[config.mk]
export PLATFORM = sky130hd
export DESIGN_NAME = gf4_horner_eval
export DESIGN_NICKNAME = d
export VERILOG_FILES = /design/src/rtl/gf4_pkg.sv /design/src/rtl/gf4_mul.sv /design/src/rtl/gf4_horner_eval.sv
export SDC_FILE = /design/constraint.sdc
export NUM_CORES = 1
export LEC_CHECK = 0
export ABC_AREA = 1
export BUFFER_PORTS_ARGS = -buffer_cell sky130_fd_sc_hd__buf_2
export CAP_MARGIN = 5
export CELL_PAD_IN_SITES_DETAIL_PLACEMENT = 0
export CELL_PAD_IN_SITES_GLOBAL_PLACEMENT = 1
export CORE_ASPECT_RATIO = 0.9
export CORE_UTILIZATION = 40
export DETAILED_ROUTE_END_ITERATION = 12
export PLACE_DENSITY = 0.91
export REMOVE_ABC_BUFFERS = 1
export SLEW_MARGIN = 20
export SYNTH_ARGS = -nofsm -noshare
export SYNTH_HDL_FRONTEND = slang
export SYNTH_SLANG_ARGS = --single-unit
[constraint.sdc]
create_clock -name clk -period 2.88 [get_ports clk]
set_input_delay 0.144 -clock clk [delete_from_list [all_inputs] [get_ports clk]]
set_output_delay 0.144 -clock clk [all_outputs]
set_load 0.005 [all_outputs]
[src/rtl/gf4_pkg.sv]
// Shared GF(2^4) definitions: field width, reduction polynomial and evaluator FSM states.
package gf4_pkg;

   localparam int unsigned GF_W     = 4;
   localparam logic [4:0]  GF4_POLY = 5'b10011;

   typedef enum logic [1:0] {
      ST_IDLE = 2'd0,
      ST_RUN  = 2'd1,
      ST_DONE = 2'd2
   } state_t;

endpackage

[src/rtl/gf4_mul.sv]
// Combinational GF(2^4) multiplier: carry-less product reduced modulo FIELD_POLY.
module gf4_mul
   import gf4_pkg::*;
#(
   parameter logic [4:0] FIELD_POLY = GF4_POLY
) (
   input  logic [GF_W-1:0] a,
   input  logic [GF_W-1:0] b,
   output logic [GF_W-1:0] p
);

   localparam int unsigned PROD_W = 2 * GF_W - 1;

   logic [PROD_W-1:0] prod;

   always_comb begin
      prod = '0;
      for (int i = 0; i < GF_W; i++) begin
         if (b[i]) prod = prod ^ (PROD_W'(a) << i);
      end
      // fold the high terms back down, highest degree first
      for (int i = PROD_W - 1; i >= GF_W; i--) begin
         if (prod[i]) prod = prod ^ (PROD_W'(FIELD_POLY) << (i - GF_W));
      end
      p = prod[GF_W-1:0];
   end

endmodule

[src/rtl/gf4_horner_eval.sv]
// Streaming polynomial evaluator over GF(2^4) using Horner's rule, highest-degree coefficient first.
module gf4_horner_eval
   import gf4_pkg::*;
#(
   parameter logic [4:0] FIELD_POLY = GF4_POLY
) (
   input  logic            clk,
   input  logic            rst,
   input  logic            start,
   input  logic [GF_W-1:0] x_in,
   input  logic [3:0]      nterms,
   input  logic            coef_valid,
   input  logic [GF_W-1:0] coef_in,
   output logic            coef_ready,
   output logic            busy,
   output logic            done,
   output logic [GF_W-1:0] result
);

   state_t          state;
   logic [GF_W-1:0] acc;
   logic [GF_W-1:0] x_q;
   logic [3:0]      count;
   logic [GF_W-1:0] mul_p;
   logic [GF_W-1:0] acc_nxt;

   gf4_mul #(.FIELD_POLY(FIELD_POLY)) u_mul (
      .a (acc),
      .b (x_q),
      .p (mul_p)
   );

   assign acc_nxt = mul_p ^ coef_in;

   // Handshake and status flags are pure state decodes
   assign coef_ready = (state == ST_RUN);
   assign busy       = (state != ST_IDLE);
   assign done       = (state == ST_DONE);

   always_ff @(posedge clk) begin
      if (rst) begin
         state  <= ST_IDLE;
         acc    <= '0;
         count  <= '0;
         x_q    <= '0;
         result <= '0;
      end else begin
         case (state)
            ST_IDLE: begin
               if (start) begin
                  x_q   <= x_in;
                  count <= nterms;
                  acc   <= '0;
                  if (nterms == 4'd0) begin
                     result <= '0;
                     state  <= ST_DONE;
                  end else begin
                     state  <= ST_RUN;
                  end
               end
            end
            ST_RUN: begin
               if (coef_valid) begin
                  acc   <= acc_nxt;
                  count <= count - 4'd1;
                  if (count == 4'd1) begin
                     result <= acc_nxt;
                     state  <= ST_DONE;
                  end
               end
            end
            ST_DONE: state <= ST_IDLE;
            default: state <= ST_IDLE;
         endcase
      end
   end

endmodule

### Word-level counts from Yosys, hierarchy flattened

Index checks and enable logic that the tools add are counted.

| operators by class | value |
|---|---|
| add/subtract/negate cells | 1 |
| equal/unequal tests | 7 |
| muxes and demuxes | 23 |
| bitwise operators | 7 |
| reduce and logical (&&, ||, !) cells | 8 |

Operator list:

| operator | number |
|---|---|
| 2-to-1 mux 4 bit | 10 |
| case mux 4 bit (2 select lines) | 3 |
| 2-to-1 mux 7 bit | 3 |
| 2-to-1 mux 2 bit | 5 |
| XOR 7 x 5 -> 7 bit | 1 |
| XOR 7 x 6 -> 7 bit | 1 |
| XOR 7 bit | 1 |
| inequality test 2 bit (second input constant) | 3 |
| inverter 2 bit | 3 |
| AND reduction 3 bit | 2 |
| AND reduction 5 bit | 1 |
| equality test 4 x 1 -> 1 bit (second input constant) | 1 |
| logical NOT 4 bit | 1 |
| case mux 2 bit (2 select lines) | 1 |
| nonzero test 2 bit | 2 |
| subtractor 4 x 1 -> 4 bit (second input constant) | 1 |
| XOR 4 bit | 1 |
| 2-to-1 mux 3 bit | 1 |
| equality test 2 x 1 -> 1 bit (second input constant) | 1 |
| equality test 2 bit (second input constant) | 1 |
| logical NOT 2 bit | 1 |
| inequality test 2 x 1 -> 1 bit (second input constant) | 1 |
| AND reduction 2 bit | 1 |

| word-level totals | value |
|---|---|
| register bits after elaboration | 18 |
| bits of input ports | 16 |

### Logic depth before layout (Yosys ltp)

| logic depth | value |
|---|---|
| word-level depth | 17 |
| mapped depth | 11 |
| gate-level depth less buffers | 11 |

### Cells and area by module

From an unflattened synthesis, not the netlist that was laid out.

| second synthesis, totals | value |
|---|---|
| cell total of the unflattened synthesis | 195 |
| area total of the unflattened synthesis | 1268.7 µm² |

Modules (own cells, without submodules):

| module | times used | cells each | area each (µm²) | seq. area each (µm²) |
|---|---|---|---|---|
| gf4_horner_eval | 1 | 131 | 939.7 | 360.3 |
| gf4_mul | 1 | 64 | 329.1 | 0.0 |

### Worst setup path before layout

OpenSTA, ideal clock, no wires.

| path | value |
|---|---|
| path kind | reg2reg |
| start point | register state[0] |
| end point | register result[0] |
| library setup time | 0.119 ns |
| arrival | 1.205 ns |
| data required time | 2.761 ns |
| setup slack | 1.557 ns |
| stages on the path, launching flop included | 10 |
| path buffers | 0 |
| period minus slack after synthesis | 1.323 ns |
| cells stage by stage | dfxtp_1 > inv_1 > nor2_4 > inv_4 > o21ai_2 > nor2_4 > inv_4 > nor2_8 > o21ai_1 > a21oi_1 |

| between the ends | value |
|---|---|
| cells in the longest elaborated chain, start to end | 3 |

RTL lines:

| what | line | RTL |
|---|---|---|
| from (decl) | gf4_horner_eval.sv:20 | `state_t state;` |
| from (signal assigned) | gf4_horner_eval.sv:42 | `state <= ST_IDLE;` |
| from (signal assigned) | gf4_horner_eval.sv:56 | `state <= ST_DONE;` |
| from (signal assigned) | gf4_horner_eval.sv:58 | `state <= ST_RUN;` |
| equality test 2 x 1 -> 1 bit (*) | - |  |
| named net coef_ready | gf4_horner_eval.sv:14 | `output logic coef_ready,` |
| inequality test 2 x 1 -> 1 bit (no source line), or another cell as far along | - |  |
| AND reduction 5 bit (no source line) | - |  |
| to (signal assigned) | gf4_horner_eval.sv:67 | `result <= acc_nxt;` |
| to (decl) | gf4_horner_eval.sv:17 | `output logic [GF_W-1:0] result` |

The timed path passes the listed nets; every way through them passes the cells marked *.
A chain may end at the register's enable or synchronous reset.

### Final worst setup path

| path | value |
|---|---|
| start point | register state[0] |
| end point | register result[1] |

| between the ends | value |
|---|---|
| cells in the longest elaborated chain, start to end | 3 |

RTL lines:

| what | line | RTL |
|---|---|---|
| equality test 2 x 1 -> 1 bit / logical NOT 2 bit (equally long branches) | gf4_horner_eval.sv:48 | `case (state)` |
| inequality test 2 x 1 -> 1 bit (no source line), or another cell as far along | - |  |
| AND reduction 5 bit (no source line) | - |  |

Parallel ways exist; a longest one is shown, timed or not.

==> impl_metrics.ini <==
[global_route]
grt_start_max_net_pins = 17
antenna_found_initial = 0
overflow = 0
grt_pass1_vias = 943
grt_usage_pct = 17.4
grt_pass1_wl_mm = 4.04

[setup_path]
cp-startpoint = state[0]$_SDFFE_PP0P_
cp_data_arrival_time_ps = 1720
critPathLaunchType = register
r2r_start = state[0]$_SDFFE_PP0P_
worstSetupEndpointType = register
reg2regPathDepth = 9
criticalPathCategory = reg2reg
worstPathRequired_ps = 3060
crit_fanout = 10

[route]
wl_per_cell_um = 10.8
met3_length_um = 105
routed_via_density = 4.88
drt-initial-drc-count = 31
wirelength_met1_mm = 1.26
dr_wl_met2_um = 985
dr.max_layer_used = met4
postRouteWirelength_mm = 2.36
dr.pass1.iters = 8
dr_total_vias = 1063
drc = 4
final_antenna_net_count = 0

[pwr]
leakage_nw = 0.602
power_density_mw_per_mm2 = 572
power_frac_comb_pct = 37.0
switchingPower_mw = 0.281
sw_frac_of_total_pct = 38.7
cell_internal_pwr_mw = 0.445
peakVddDrop_uv = 288
seqPwrFrac_pct = 46.4
clkPwrFrac_pct = 16.6

[placement]
dpl_cell_area_sq_mm = 0.00124
post-place-ws_ps = 1360
gp_congestion = 0.761
dp_hpwl_mm = 1.84
port_buffers = 22
place_inst = 215

[timing]
holdWs_ps = 27.4
slew_headroom_pct = 71.6
fin_crit_sh_pct = 53.3
fin_tns_setup_ps = 0
finalSetupViolations = 0
fmax_mhz = 651
worst-slew-pin-transition_ps = 425
finalMaxSlewViolations = 0
rsz0062_at_grt = no
finalClockSkew_ps = 3.38
setup_slack_ps = 1340
min_period_ps = 1540
hold_violations = 0

[clocking]
clk_pin_slew_ps = 100
cts_hold_buffers = 0
clockBufferDepth = 2
insertion_delay_ps = 280
cts_resized = 0
cts_max_level = 1
clock_sinks = 18
cts_made_buffers = 3
post-cts-setup-buffers = 0
cts_tree = done
ctsRootBufferMaster = clkbuf_4

[synthesis]
avgSynthCellArea_sq_um = 6.65
ys_warn_count = 0
synthCells = 166
yosysSeqAreaShare_pct = 32.7
ys_types = 20
synth-seq-cells = 18
synth_area_sq_mm = 0.00110

[job]
drv_cap = 0

[final_layout]
instances_no_fill = 218
syn_to_final_growth_pct = 14.9
drive_above_1_share_pct = 16.8
multi_input_area_sq_um = 652
antenna_cells = 0
layout_commonest_cell = nand2_1
final_cell_mix = nand2_1 (43), buf_2 (22), inv_1 (20), dfxtp_1 (18)
fill_cells = 254
design_area_sq_mm = 0.00127
regArea_sq_um = 360
layout.nets = 210

[worst_hold_path]
holdPathStages = 2
hold_class = in2reg
holdCritStartpoint = rst

[status]
violations = design-rule violations
outcome = finished, violations left

[floorplan]
fp-row-count = 17
start_util_pct = 43.6
dieArea_sq_mm = 0.00297
core_sq_mm = 0.00253
die_width_um = 57.4
io_pins = 23
dieHeight_um = 51.8
## critical path: stages (launching register included)
cell	delay, ps
dfxtp_1	360
inv_1	100
nor2_4	220
inv_4	80
o21ai_2	180
nor2_4	90
inv_4	140
nor2_8	60
o21ai_1	130
a21oi_1	50
## metrics by stage
step / power, mW / util (%)
after detailed placement: 0.610 / 49.2
after floorplan: 0.533 / -
after global routing: 0.787 / 50.1
after global placement: 0.604 / 49.2
after CTS: 0.731 / 50.1
final: 0.725 / 50.1
## power groups by stage
stage	sequential (mW)	combinational [mW]	clock, mW
after floorplan	0.331	0.202	0
after global placement	0.339	0.265	0
after detailed placement	0.342	0.269	0
after CTS	0.336	0.270	0.125
after global routing	0.343	0.308	0.135
final	0.337	0.268	0.120
## registers in the layout, summed over array words and instances (netlist names)
name / flops
result: 4
state: 2
count: 4
acc: 4
x_q: 4
## final timing paths
| path | endpoint | slack [ps] |
|---|---|---|
| min reg2reg | count[3]$_SDFFE_PP0P_ | 460 |
| max reg2reg | result[1]$_SDFFE_PP0P_ | 1340 |
| min | count[3]$_SDFFE_PP0P_ | 30 |
| max | result[1]$_SDFFE_PP0P_ | 1340 |
## per-layer routing
metal	global-route usage, %	up-vias
li1	-	580
met4	3.25	0
met3	4.98	2
met2	27.5	22
met5	0	-
met1	23.8	459
## final cells by class
class / count / area share (%)
multi-input cells: 125 / 51.4
repair buffers: 22 / 8.69
flip-flops and latches: 18 / 28.4
well taps: 28 / 2.76
inverters: 22 / 6.91
clock buffers: 3 / 1.78
## cell usage after synthesis
cell	n	area, sq um
a21oi_1	13	65.1
a31oi_1	1	6.26
clkbuf_1	1	3.75
dfxtp_1	18	360
ha_1	2	25.0
inv_1	20	75.1
inv_4	2	12.5
nand2_1	43	161
nand2_2	1	6.26
nand3_1	11	55.1
nand3b_1	2	15.0
nor2_1	15	56.3
nor2_4	2	22.5
nor2_8	1	20.0
nor3_1	1	5.00
o21ai_0	15	75.1
o21ai_1	5	25.0
o21ai_2	1	8.76
xnor2_1	7	61.3
xor2_1	5	43.8
## logic make-up (layout without fill, tap and decap cells)
kind of cell,after synthesis,after routing,synth area share (%)
AOI/OAI and AO/OA,35,35,16.3
DFF,18,18,32.7
xor gates and xnor gates,12,12,9.52
and+or+nand+nor,76,76,31.0
buffers and inverters,23,47,8.28
adders and majority gates,2,2,2.27
Note: power is estimated with default switching activity, not from simulation.
